File: config.mk
export PLATFORM = sky130hd
export DESIGN_NAME = image_hue_adjust_pipe
export DESIGN_NICKNAME = d
export VERILOG_FILES = /design/src/rtl/image_hue_adjust_pipe_pkg.sv /design/src/rtl/image_hue_adjust_pipe_classify.sv /design/src/rtl/image_hue_adjust_pipe.sv
export SDC_FILE = /design/constraint.sdc
export NUM_CORES = 1
export LEC_CHECK = 0
export CAP_MARGIN = 0
export CORE_ASPECT_RATIO = 0.8
export CORE_UTILIZATION = 30
export DETAILED_ROUTE_END_ITERATION = 6
export GPL_TIMING_DRIVEN = 0
export HOLD_SLACK_MARGIN = 0.15
export MAX_ROUTING_LAYER = met4
export RECOVER_POWER = 25
export SLEW_MARGIN = 20
export SYNTH_ARGS = -nofsm -noshare
export SYNTH_HDL_FRONTEND = slang
export SYNTH_HIERARCHICAL = 1
export SYNTH_SLANG_ARGS = --single-unit
export TNS_END_PERCENT = 20
File: constraint.sdc
create_clock -name i_clk -period 6.3 [get_ports i_clk]
set_input_delay 1.26 -clock i_clk [delete_from_list [all_inputs] [get_ports i_clk]]
set_output_delay 1.26 -clock i_clk [all_outputs]
set_load 0.01 [all_outputs]
File: src/rtl/image_hue_adjust_pipe_pkg.sv
// Shared definitions for the image processing pipeline stages:
// mode codes, channel-ordering classes and channel-select encoding.
package image_proc_pkg;

    localparam int LAT = 3;

    localparam logic [1:0] MODE_BYPASS  = 2'b00;
    localparam logic [1:0] MODE_HUE     = 2'b01;
    localparam logic [1:0] MODE_HUE_REV = 2'b10;

    // Names list channels from largest to smallest value.
    typedef enum logic [2:0] {
        ORD_NONE,
        ORD_RGB,
        ORD_RBG,
        ORD_GBR,
        ORD_BRG,
        ORD_GRB,
        ORD_BGR
    } order_t;

    typedef enum logic [1:0] {
        CH_R,
        CH_G,
        CH_B
    } ch_sel_t;

endpackage

File: src/rtl/image_hue_adjust_pipe_classify.sv
// Combinational ordering classifier: finds the middle-valued channel of a pixel
// and the direction its hue offset is applied in. Any tie yields ORD_NONE.
module hue_order_classify
    import image_proc_pkg::*;
#(
    parameter int DW = 8
) (
    input  logic [DW-1:0] r,
    input  logic [DW-1:0] g,
    input  logic [DW-1:0] b,
    output order_t        ord,
    output ch_sel_t       mid_sel,
    output logic          dir_up
);

    always_comb begin
        ord     = ORD_NONE;
        mid_sel = CH_G;
        dir_up  = 1'b0;
        if (r > g && g > b) begin
            ord = ORD_RGB; mid_sel = CH_G; dir_up = 1'b1;
        end else if (r > b && b > g) begin
            ord = ORD_RBG; mid_sel = CH_B; dir_up = 1'b0;
        end else if (g > b && b > r) begin
            ord = ORD_GBR; mid_sel = CH_B; dir_up = 1'b1;
        end else if (b > r && r > g) begin
            ord = ORD_BRG; mid_sel = CH_R; dir_up = 1'b1;
        end else if (g > r && r > b) begin
            ord = ORD_GRB; mid_sel = CH_R; dir_up = 1'b0;
        end else if (b > g && g > r) begin
            ord = ORD_BGR; mid_sel = CH_G; dir_up = 1'b0;
        end
    end

endmodule

File: src/rtl/image_hue_adjust_pipe.sv
// Three-stage hue shift on the middle-valued RGB channel with frame-synchronous config.
// Streaming only: no backpressure, every clock is a pixel slot and i_de qualifies the pixel.
module image_hue_adjust_pipe
    import image_proc_pkg::*;
#(
    parameter int DW     = 8,
    parameter int CW     = 8,
    parameter int CENTER = 100
) (
    input  logic            i_clk,
    input  logic            i_rst_n,
    input  logic [CW-1:0]   i_cfg_hue,
    input  logic [1:0]      i_cfg_mode,
    input  logic            i_cfg_valid,
    input  logic            i_vs,
    input  logic            i_hs,
    input  logic            i_de,
    input  logic [3*DW-1:0] i_data,
    output logic            o_vs,
    output logic            o_hs,
    output logic            o_de,
    output logic [3*DW-1:0] o_data,
    output logic            o_cfg_pending
);

    localparam int PW = 3 * DW;
    localparam int IW = ((DW > CW) ? DW : CW) + 2;
    localparam logic signed [IW-1:0] CH_MAX  = IW'((1 << DW) - 1);
    localparam logic signed [IW-1:0] CEN_S   = IW'(CENTER);
    localparam logic [CW-1:0]        HUE_RST = CW'(CENTER);

    logic [CW-1:0] act_hue, pend_hue;
    logic [1:0]    act_mode, pend_mode;

    logic          s1_vs, s1_hs, s1_de;
    logic [PW-1:0] s1_data;
    order_t        s1_ord;
    ch_sel_t       s1_sel;
    logic          s1_dir;

    logic                 s2_vs, s2_hs, s2_de;
    logic [PW-1:0]        s2_data;
    ch_sel_t              s2_sel;
    logic signed [IW-1:0] s2_sum;

    order_t  c_ord;
    ch_sel_t c_sel;
    logic    c_dir;
    logic    vs_rise;

    assign vs_rise = i_vs & ~s1_vs;

    // Active config only moves on a vs rising edge; a strobe on that same cycle bypasses pending.
    always_ff @(posedge i_clk or negedge i_rst_n) begin
        if (!i_rst_n) begin
            act_hue       <= HUE_RST;
            act_mode      <= MODE_BYPASS;
            pend_hue      <= HUE_RST;
            pend_mode     <= MODE_BYPASS;
            o_cfg_pending <= 1'b0;
        end else if (i_cfg_valid && vs_rise) begin
            act_hue       <= i_cfg_hue;
            act_mode      <= i_cfg_mode;
            pend_hue      <= i_cfg_hue;
            pend_mode     <= i_cfg_mode;
            o_cfg_pending <= 1'b0;
        end else if (vs_rise) begin
            act_hue       <= pend_hue;
            act_mode      <= pend_mode;
            o_cfg_pending <= 1'b0;
        end else if (i_cfg_valid) begin
            pend_hue      <= i_cfg_hue;
            pend_mode     <= i_cfg_mode;
            o_cfg_pending <= 1'b1;
        end
    end

    hue_order_classify #(.DW(DW)) u_classify (
        .r       (i_data[PW-1 -: DW]),
        .g       (i_data[2*DW-1 -: DW]),
        .b       (i_data[DW-1:0]),
        .ord     (c_ord),
        .mid_sel (c_sel),
        .dir_up  (c_dir)
    );

    always_ff @(posedge i_clk or negedge i_rst_n) begin
        if (!i_rst_n) begin
            s1_vs   <= 1'b0;
            s1_hs   <= 1'b0;
            s1_de   <= 1'b0;
            s1_data <= '0;
            s1_ord  <= ORD_NONE;
            s1_sel  <= CH_R;
            s1_dir  <= 1'b0;
        end else begin
            s1_vs   <= i_vs;
            s1_hs   <= i_hs;
            s1_de   <= i_de;
            s1_data <= i_data;
            s1_ord  <= c_ord;
            s1_sel  <= c_sel;
            s1_dir  <= c_dir;
        end
    end

    logic [DW-1:0]        s1_mid;
    logic signed [IW-1:0] off_full, off_eff, mid_ext, mid_sum;

    assign off_full = $signed({{(IW-CW){1'b0}}, act_hue}) - CEN_S;

    always_comb begin
        s1_mid = s1_data[2*DW-1 -: DW];
        case (s1_sel)
            CH_R:    s1_mid = s1_data[PW-1 -: DW];
            CH_G:    s1_mid = s1_data[2*DW-1 -: DW];
            CH_B:    s1_mid = s1_data[DW-1:0];
            default: s1_mid = s1_data[2*DW-1 -: DW];
        endcase
        off_eff = '0;
        if (s1_ord != ORD_NONE) begin
            case (act_mode)
                MODE_HUE:     off_eff = off_full;
                MODE_HUE_REV: off_eff = -off_full;
                default:      off_eff = '0;
            endcase
        end
        mid_ext = $signed({{(IW-DW){1'b0}}, s1_mid});
        mid_sum = s1_dir ? (mid_ext + off_eff) : (mid_ext - off_eff);
    end

    always_ff @(posedge i_clk or negedge i_rst_n) begin
        if (!i_rst_n) begin
            s2_vs   <= 1'b0;
            s2_hs   <= 1'b0;
            s2_de   <= 1'b0;
            s2_data <= '0;
            s2_sel  <= CH_R;
            s2_sum  <= '0;
        end else begin
            s2_vs   <= s1_vs;
            s2_hs   <= s1_hs;
            s2_de   <= s1_de;
            s2_data <= s1_data;
            s2_sel  <= s1_sel;
            s2_sum  <= mid_sum;
        end
    end

    logic [DW-1:0] sat_mid;
    logic [PW-1:0] adj;

    always_comb begin
        if (s2_sum < 0)
            sat_mid = '0;
        else if (s2_sum > CH_MAX)
            sat_mid = '1;
        else
            sat_mid = s2_sum[DW-1:0];
        adj = s2_data;
        case (s2_sel)
            CH_R:    adj[PW-1 -: DW]   = sat_mid;
            CH_G:    adj[2*DW-1 -: DW] = sat_mid;
            CH_B:    adj[DW-1:0]       = sat_mid;
            default: adj = s2_data;
        endcase
    end

    always_ff @(posedge i_clk or negedge i_rst_n) begin
        if (!i_rst_n) begin
            o_vs   <= 1'b0;
            o_hs   <= 1'b0;
            o_de   <= 1'b0;
            o_data <= '0;
        end else begin
            o_vs   <= s2_vs;
            o_hs   <= s2_hs;
            o_de   <= s2_de;
            o_data <= s2_de ? adj : s2_data;
        end
    end

endmodule
==> results of run 1 <==
[final cells by class]
cell class	count	area (µm²)	area share
Tap cell	253	317	0.0439
Timing Repair Buffer	68	692	0.0959
Sequential cell	120	3010	0.417
Buffer	18	88.8	0.0123
Clock buffer	18	439	0.0609
Clock inverter	13	121	0.0168
Multi-Input combinational cell	328	2390	0.331
Inverter	42	158	0.0219
[metal layers]
metal	GRT usage	up-vias	share of wire
met5	-	-	0
li1	-	1939	-
met2	0.194	69	0.44
met3	0.0289	5	0.033
met4	0.0617	0	0.0065
met1	0.193	1914	0.52
[worst paths after layout]
kind                            slack (ns)         from          to  depth (start not counted)
max in group asynchronous             3.49      i_rst_n  s1_data[5]                          1
worst max register to register        2.47  act_mode[0]   s2_sum[9]                         17
worst max-delay path                  2.47  act_mode[0]   s2_sum[9]                         17
worst min-delay path                  0.35        s1_de       s2_de                          0
min in group asynchronous             1.51      i_rst_n        o_vs                          1
worst min register to register        0.35        s1_de       s2_de                          0
[worst reg2reg max path: stages, from the launching register on]
cell and delay (ns):
dfrtp_1 0.35, inv_1 0.07, ha_1 0.31, or2_1 0.23, clkbuf_1 0.18, nor2_1 0.30
inv_1 0.10, ha_1 0.30, mux2_2 0.30, ha_1 0.31, a211oi_1 0.24, nor2_1 0.09
o21a_1 0.19, o21ai_0 0.21, a21oi_1 0.14, o221ai_2 0.19, a211oi_2 0.07, xnor2_1 0.13
[sequential cells by signal (all words and copies together), names as in the netlist, 3 cells and up]
register / flops
o_data: 24
s1_data: 24
s2_data: 24
s2_sum: 10
act_hue: 8
pend_hue: 8
s1_ord: 3
[report_power, final]
part / switching [µW] / internal [µW]
Clock: 344 / 552
Combinational: 367 / 303
Sequential: 51.4 / 885
[logic make-up (layout without fill, tap and decap cells)]
kind of cell / Yosys count / after routing
compound gates: 128 / 128
simple gates: 121 / 121
flops: 120 / 120
buf+inv: 60 / 159
fa+ha+maj: 39 / 39
mux: 24 / 24
xor+xnor: 16 / 16
[cell usage after synthesis (2+ instances only)]
| cell type | number | area [µm²] |
|---|---|---|
| dfrtp_1 | 114 | 2850 |
| and3_1 | 3 | 18.8 |
| o211ai_1 | 4 | 30.0 |
| o21bai_1 | 10 | 75.1 |
| inv_1 | 41 | 154 |
| xor2_1 | 4 | 35.0 |
| or3_1 | 3 | 18.8 |
| mux2_2 | 14 | 158 |
| a211oi_1 | 4 | 30.0 |
| xnor2_1 | 12 | 105 |
| buf_6 | 2 | 22.5 |
| buf_2 | 2 | 10.0 |
| o21ai_0 | 45 | 225 |
| o31ai_4 | 2 | 42.5 |
| a31oi_1 | 2 | 12.5 |
| nor3_1 | 4 | 20.0 |
| nand3_1 | 2 | 10.0 |
| nor2_1 | 27 | 101 |
| nand3b_1 | 4 | 30.0 |
| a21oi_1 | 27 | 135 |
| dfstp_2 | 6 | 158 |
| ha_1 | 38 | 475 |
| o21a_1 | 3 | 22.5 |
| nand2_1 | 50 | 188 |
| a21oi_2 | 2 | 17.5 |
| buf_1 | 2 | 7.51 |
| nand2b_1 | 4 | 25.0 |
| o21ai_1 | 2 | 10.0 |
| mux2i_1 | 10 | 100 |
| a21o_1 | 4 | 30.0 |
| o22ai_1 | 2 | 12.5 |
| nor2b_1 | 4 | 25.0 |
| nand4_1 | 8 | 50.1 |
| clkbuf_1 | 11 | 41.3 |
[metrics by stage]
stage | TNS (ns) | cells | util | area (µm²)
2_1_floorplan | 0 | 508 | - | 5640
3_3_place_gp | -36.63 | 828 | 0.363 | 6630
3_5_place_dp | 0 | 829 | 0.364 | 6660
4_1_cts | 0 | 860 | 0.395 | 7220
5_1_grt | 0 | 860 | 0.395 | 7210
6_report | 0 | 860 | 0.395 | 7210
==> results.yml, run 1 <==
setup_path:
  worst_path_largest_cell_delay_ns: 0.35
  worstPathRequired_ns: 6.60
  endpoint_kind: "flip-flop"
  cp_slowest_cell: "dfrtp_1"
  path_common_cell: "ha_1"
  cp.buffers_inverters: 3
  crit_type: "reg2reg"
  path_cells: "inv_1 > ha_1 > or2_1 > clkbuf_1 > nor2_1 > inv_1 > ha_1 > mux2_2 > ha_1 > a211oi_1 > nor2_1 > o21a_1 > o21ai_0 > a21oi_1 > o221ai_2 > a211oi_2 > xnor2_1"
  critPathTopFamily: "compound AO/OA/AOI/OAI gates"
  cp_max_fo: 7
  crit_path_start_kind: "flip-flop"
  arrival_ns: 4.13
global_routing:
  grt_usage: 0.139
  grt_pass1_wl_mm: 20.2
  grt_max_degree: 81
  antenna_found_initial: 0
  grt.overflow.total: 0
  grt_pass1_vias: 4008
pwr:
  peakVddDrop_mv: 0.192
  p_leak_uw: 0.00316
  power_uw: 2500
  powerDensity_nw_per_um2: 347
cts:
  cts_tree: "done"
  cts_setup_buffers: 0
  cts-hold-fix-buffers: 0
  cts_htree_levels: 4
  cts_resized: 0
  cts_sinks: 120
  clkTransAtPathRegs_ns: 0.05
  clockBufferDepth: 2
  clock_latency_ns: 0.42
  cts-root-buf: "clkbuf_16"
  cts_buffers: 17
sta:
  rsz0062_at_grt: "no"
  setup_slack_ns: 2.47
  fin_crit_ns: 3.83
  tightest_slew_ns: 2.27
  post-route-period-util: 0.609
  finalHoldViolCount: 0
  relSlewSlack: -0.511
  fmax_mhz: 261
  setup_violations: 0
  clock-skew-final_ns: 0.0196
  hold_ws_ns: 0.346
  final_max_slew_viol_count: 41
logic_synthesis:
  syn_inst: 508
  synth.area.mux_share: 0.0457
  async_reset_ff_frac: 1.00
  synthAdderAreaFrac: 0.0878
  synth_flop_cell: "dfrtp_1"
  synthDistinctLibCells: 70
  synth_compound_area_frac: 0.155
  avgSynthCellArea_um2: 11.1
  synth_nets: 587
  synth_area_um2: 5640
  synthSimpleGateAreaFrac: 0.109
  ys_seq_elements: 120
  yosysSeqAreaShare: 0.533
  synth_top_family_by_area: "compound AO/OA/AOI/OAI gates"
  synth_edf_count: 0
  synth_warnings: 6
  synth_xor_area_frac: 0.0248
placement:
  place_ws_ns: 2.50
  io_buffers: 67
  hpwl_mm: 9.43
  gp_congestion: 0.860
detailed_routing:
  drtIter0Drc: 185
  wl_per_cell_um: 13.9
  drt-total-wl_mm: 11.9
  ant_nets: 0
  first_pass_iters: 5
  via_per_inst: 4.57
  drc_errors: 0
  vias: 3927
die:
  die_height_um: 125
  die_x_um: 155
  core_area_um2: 18300
  pin_count: 68
  start_util: 0.309
  die_area_um2: 19400
  rows: 44
cells_and_area:
  diodes: 0
  final_common_cell: "dfrtp_1"
  nets: 674
  area_growth_pct: 27.8
  final_layout_size_suffix_gt1_frac: 0.132
  final_cell_mix: "dfrtp_1, clkdlybuf4s50_1, nand2_1"
  fill_cells: 1760
hold_path:
  timing.hold.worst.class: "reg2reg"
status:
  status: "complete, but fails checks"
  violations: "max-capacitance violations, max-slew violations"
run:
  maxCapViolCount: 1
Note: power is estimated with default switching activity, not from simulation.
==> run 2: changes to the inputs <==
==> constraint.sdc (replaced) <==
create_clock -name i_clk -period 3.13 [get_ports i_clk]
set_input_delay 0.626 -clock i_clk [delete_from_list [all_inputs] [get_ports i_clk]]
set_output_delay 0.626 -clock i_clk [all_outputs]
set_load 0.01 [all_outputs]
==> results.yml, run 2 (synthesis gave the netlist of run 1 again) <==
cells_and_area:
  nets: 701
  largestRegisters: "o_data x24, s1_data x24, s2_data x24"
  fill_cells: 1673
  area_growth_pct: 37.6
  final_layout_size_suffix_gt1_frac: 0.235
  regArea_um2: 3010
  diodes: 0
  multi_input_area_um2: 2680
  final_common_cell: "dfrtp_1"
  final_cell_mix: "dfrtp_1, nand2_1, clkdlybuf4s50_1"
global_routing:
  grt_usage: 0.146
  antenna_found_initial: 0
  grt.overflow.total: 0
  grt_pass1_wl_mm: 21.2
  grt_max_degree: 81
  grt_pass1_vias: 4229
detailed_routing:
  dr_wl_met3_um: 524
  drt-total-wl_mm: 12.7
  wl_per_cell_um: 14.3
  via_per_inst: 4.63
  vias: 4108
  drc_errors: 0
  highest_layer: "met4"
  drt-met1-wl_mm: 6.18
  ant_nets: 0
  first_pass_iters: 4
  drtIter0Drc: 164
  wl_met2_mm: 5.72
sta:
  rsz0062_at_grt: "yes"
  finalHoldViolCount: 0
  fmax_mhz: 309
  relSlewSlack: -0.249
  tightest_slew_ns: 1.87
  setup_tns_ns: -0.165
  setup_slack_ns: -0.106
  post-route-period-util: 1.03
  setup_violations: 2
  fin_crit_ns: 3.24
  clock-skew-final_ns: 0.00803
  final_max_slew_viol_count: 41
setup_path:
  cp_max_fo: 4
  arrival_ns: 3.57
  worstPathRequired_ns: 3.46
  crit_path_start_kind: "flip-flop"
  crit_type: "reg2reg"
  endpoint_kind: "flip-flop"
  r2r_slack_ns: -0.11
die:
  rows: 44
  core_area_um2: 18300
  die_x_um: 155
  pin_count: 68
  die_height_um: 125
  die_area_um2: 19400
  start_util: 0.309
placement:
  hpwl_mm: 9.42
  gp_congestion: 0.857
  place_ws_ns: -0.397
  io_buffers: 67
cts:
  clock_latency_ns: 0.41
  cts_tree: "done"
  clockBufferDepth: 2
  clkTransAtPathRegs_ns: 0.05
  cts_sinks: 120
  cts-root-buf: "clkbuf_16"
  cts_buffers: 17
  cts_htree_levels: 4
status:
  status: "complete, but fails checks"
  violations: "max-capacitance violations, max-slew violations, negative setup slack"
pwr:
  peakVddDrop_mv: 0.282
  powerDensity_nw_per_um2: 716
  p_leak_uw: 0.00337
hold_path:
  timing.hold.worst.class: "reg2reg"
run:
  maxCapViolCount: 1
run 2: final cells by class:
type / count / share of cell area
Clock inverter: 11 / 0.0193
Inverter: 42 / 0.0206
Clock buffer: 20 / 0.0562
Multi-Input combinational cell: 328 / 0.345
Sequential cell: 120 / 0.388
Timing Repair Buffer: 97 / 0.119
Tap cell: 253 / 0.0408
Buffer: 16 / 0.0113
run 2: final timing paths:
check                           start         end  cells past startpoint
hold reg to reg                 s2_hs        o_hs                      0
min in group asynchronous     i_rst_n        o_vs                      2
setup / recovery           act_hue[2]   s2_sum[9]                     16
hold / removal                  s2_hs        o_hs                      0
max in group asynchronous     i_rst_n  act_hue[1]                      2
setup reg to reg           act_hue[2]   s2_sum[9]                     16
run 2: per-stage QoR:
step           instance area [µm²]  hold slack, ns  utilization  total power (µW)  cells
4_1_cts                       7570           0.348        0.414              5430    879
2_1_floorplan                 5680           0.330            -              2820    508
5_1_grt                       7760           0.353        0.425              5890    887
3_5_place_dp                  6700           0.335        0.366              3290    829
3_3_place_gp                  6670           0.334        0.365              3250    828
6_report                      7760           0.345        0.425              5560    887
run 2: power breakdown:
group | internal, µW | leakage (µW) | switching [µW]
combinational | 863 | 0.00169 | 898
clock | 1250 | 0.000280 | 667
sequential | 1780 | 0.00140 | 105
run 2: layer usage:
metal,global-route usage,vias up
met1,0.197,2010
met4,0.0646,0
met2,0.207,84
li1,-,1985
met5,-,-
met3,0.0369,29
run 2: repair_timing:
item                                    in CTS  in global routing
endpoints found under the hold margin       34                  0
cloned                                       0                  0
hold buffers                                 1                  0
setup buffers                               20                  8
pin swaps                                   19                 19
endpoints found under the setup margin       4                  4
resized for setup                           30                 29
run 2: worst max-delay path, cell delays in order (launching register included):
cell and delay (ns):
dfstp_2 0.54, buf_6 0.11, inv_4 0.03, ha_4 0.27
and4bb_2 0.25, nand2_2 0.07, or3_4 0.34, o211ai_4 0.25
nor3b_4 0.09, nor2_1 0.12, xnor2_1 0.09, ha_2 0.35
o21ai_2 0.06, a21oi_2 0.14, o221ai_2 0.13, a211oi_2 0.18
xnor2_1 0.14
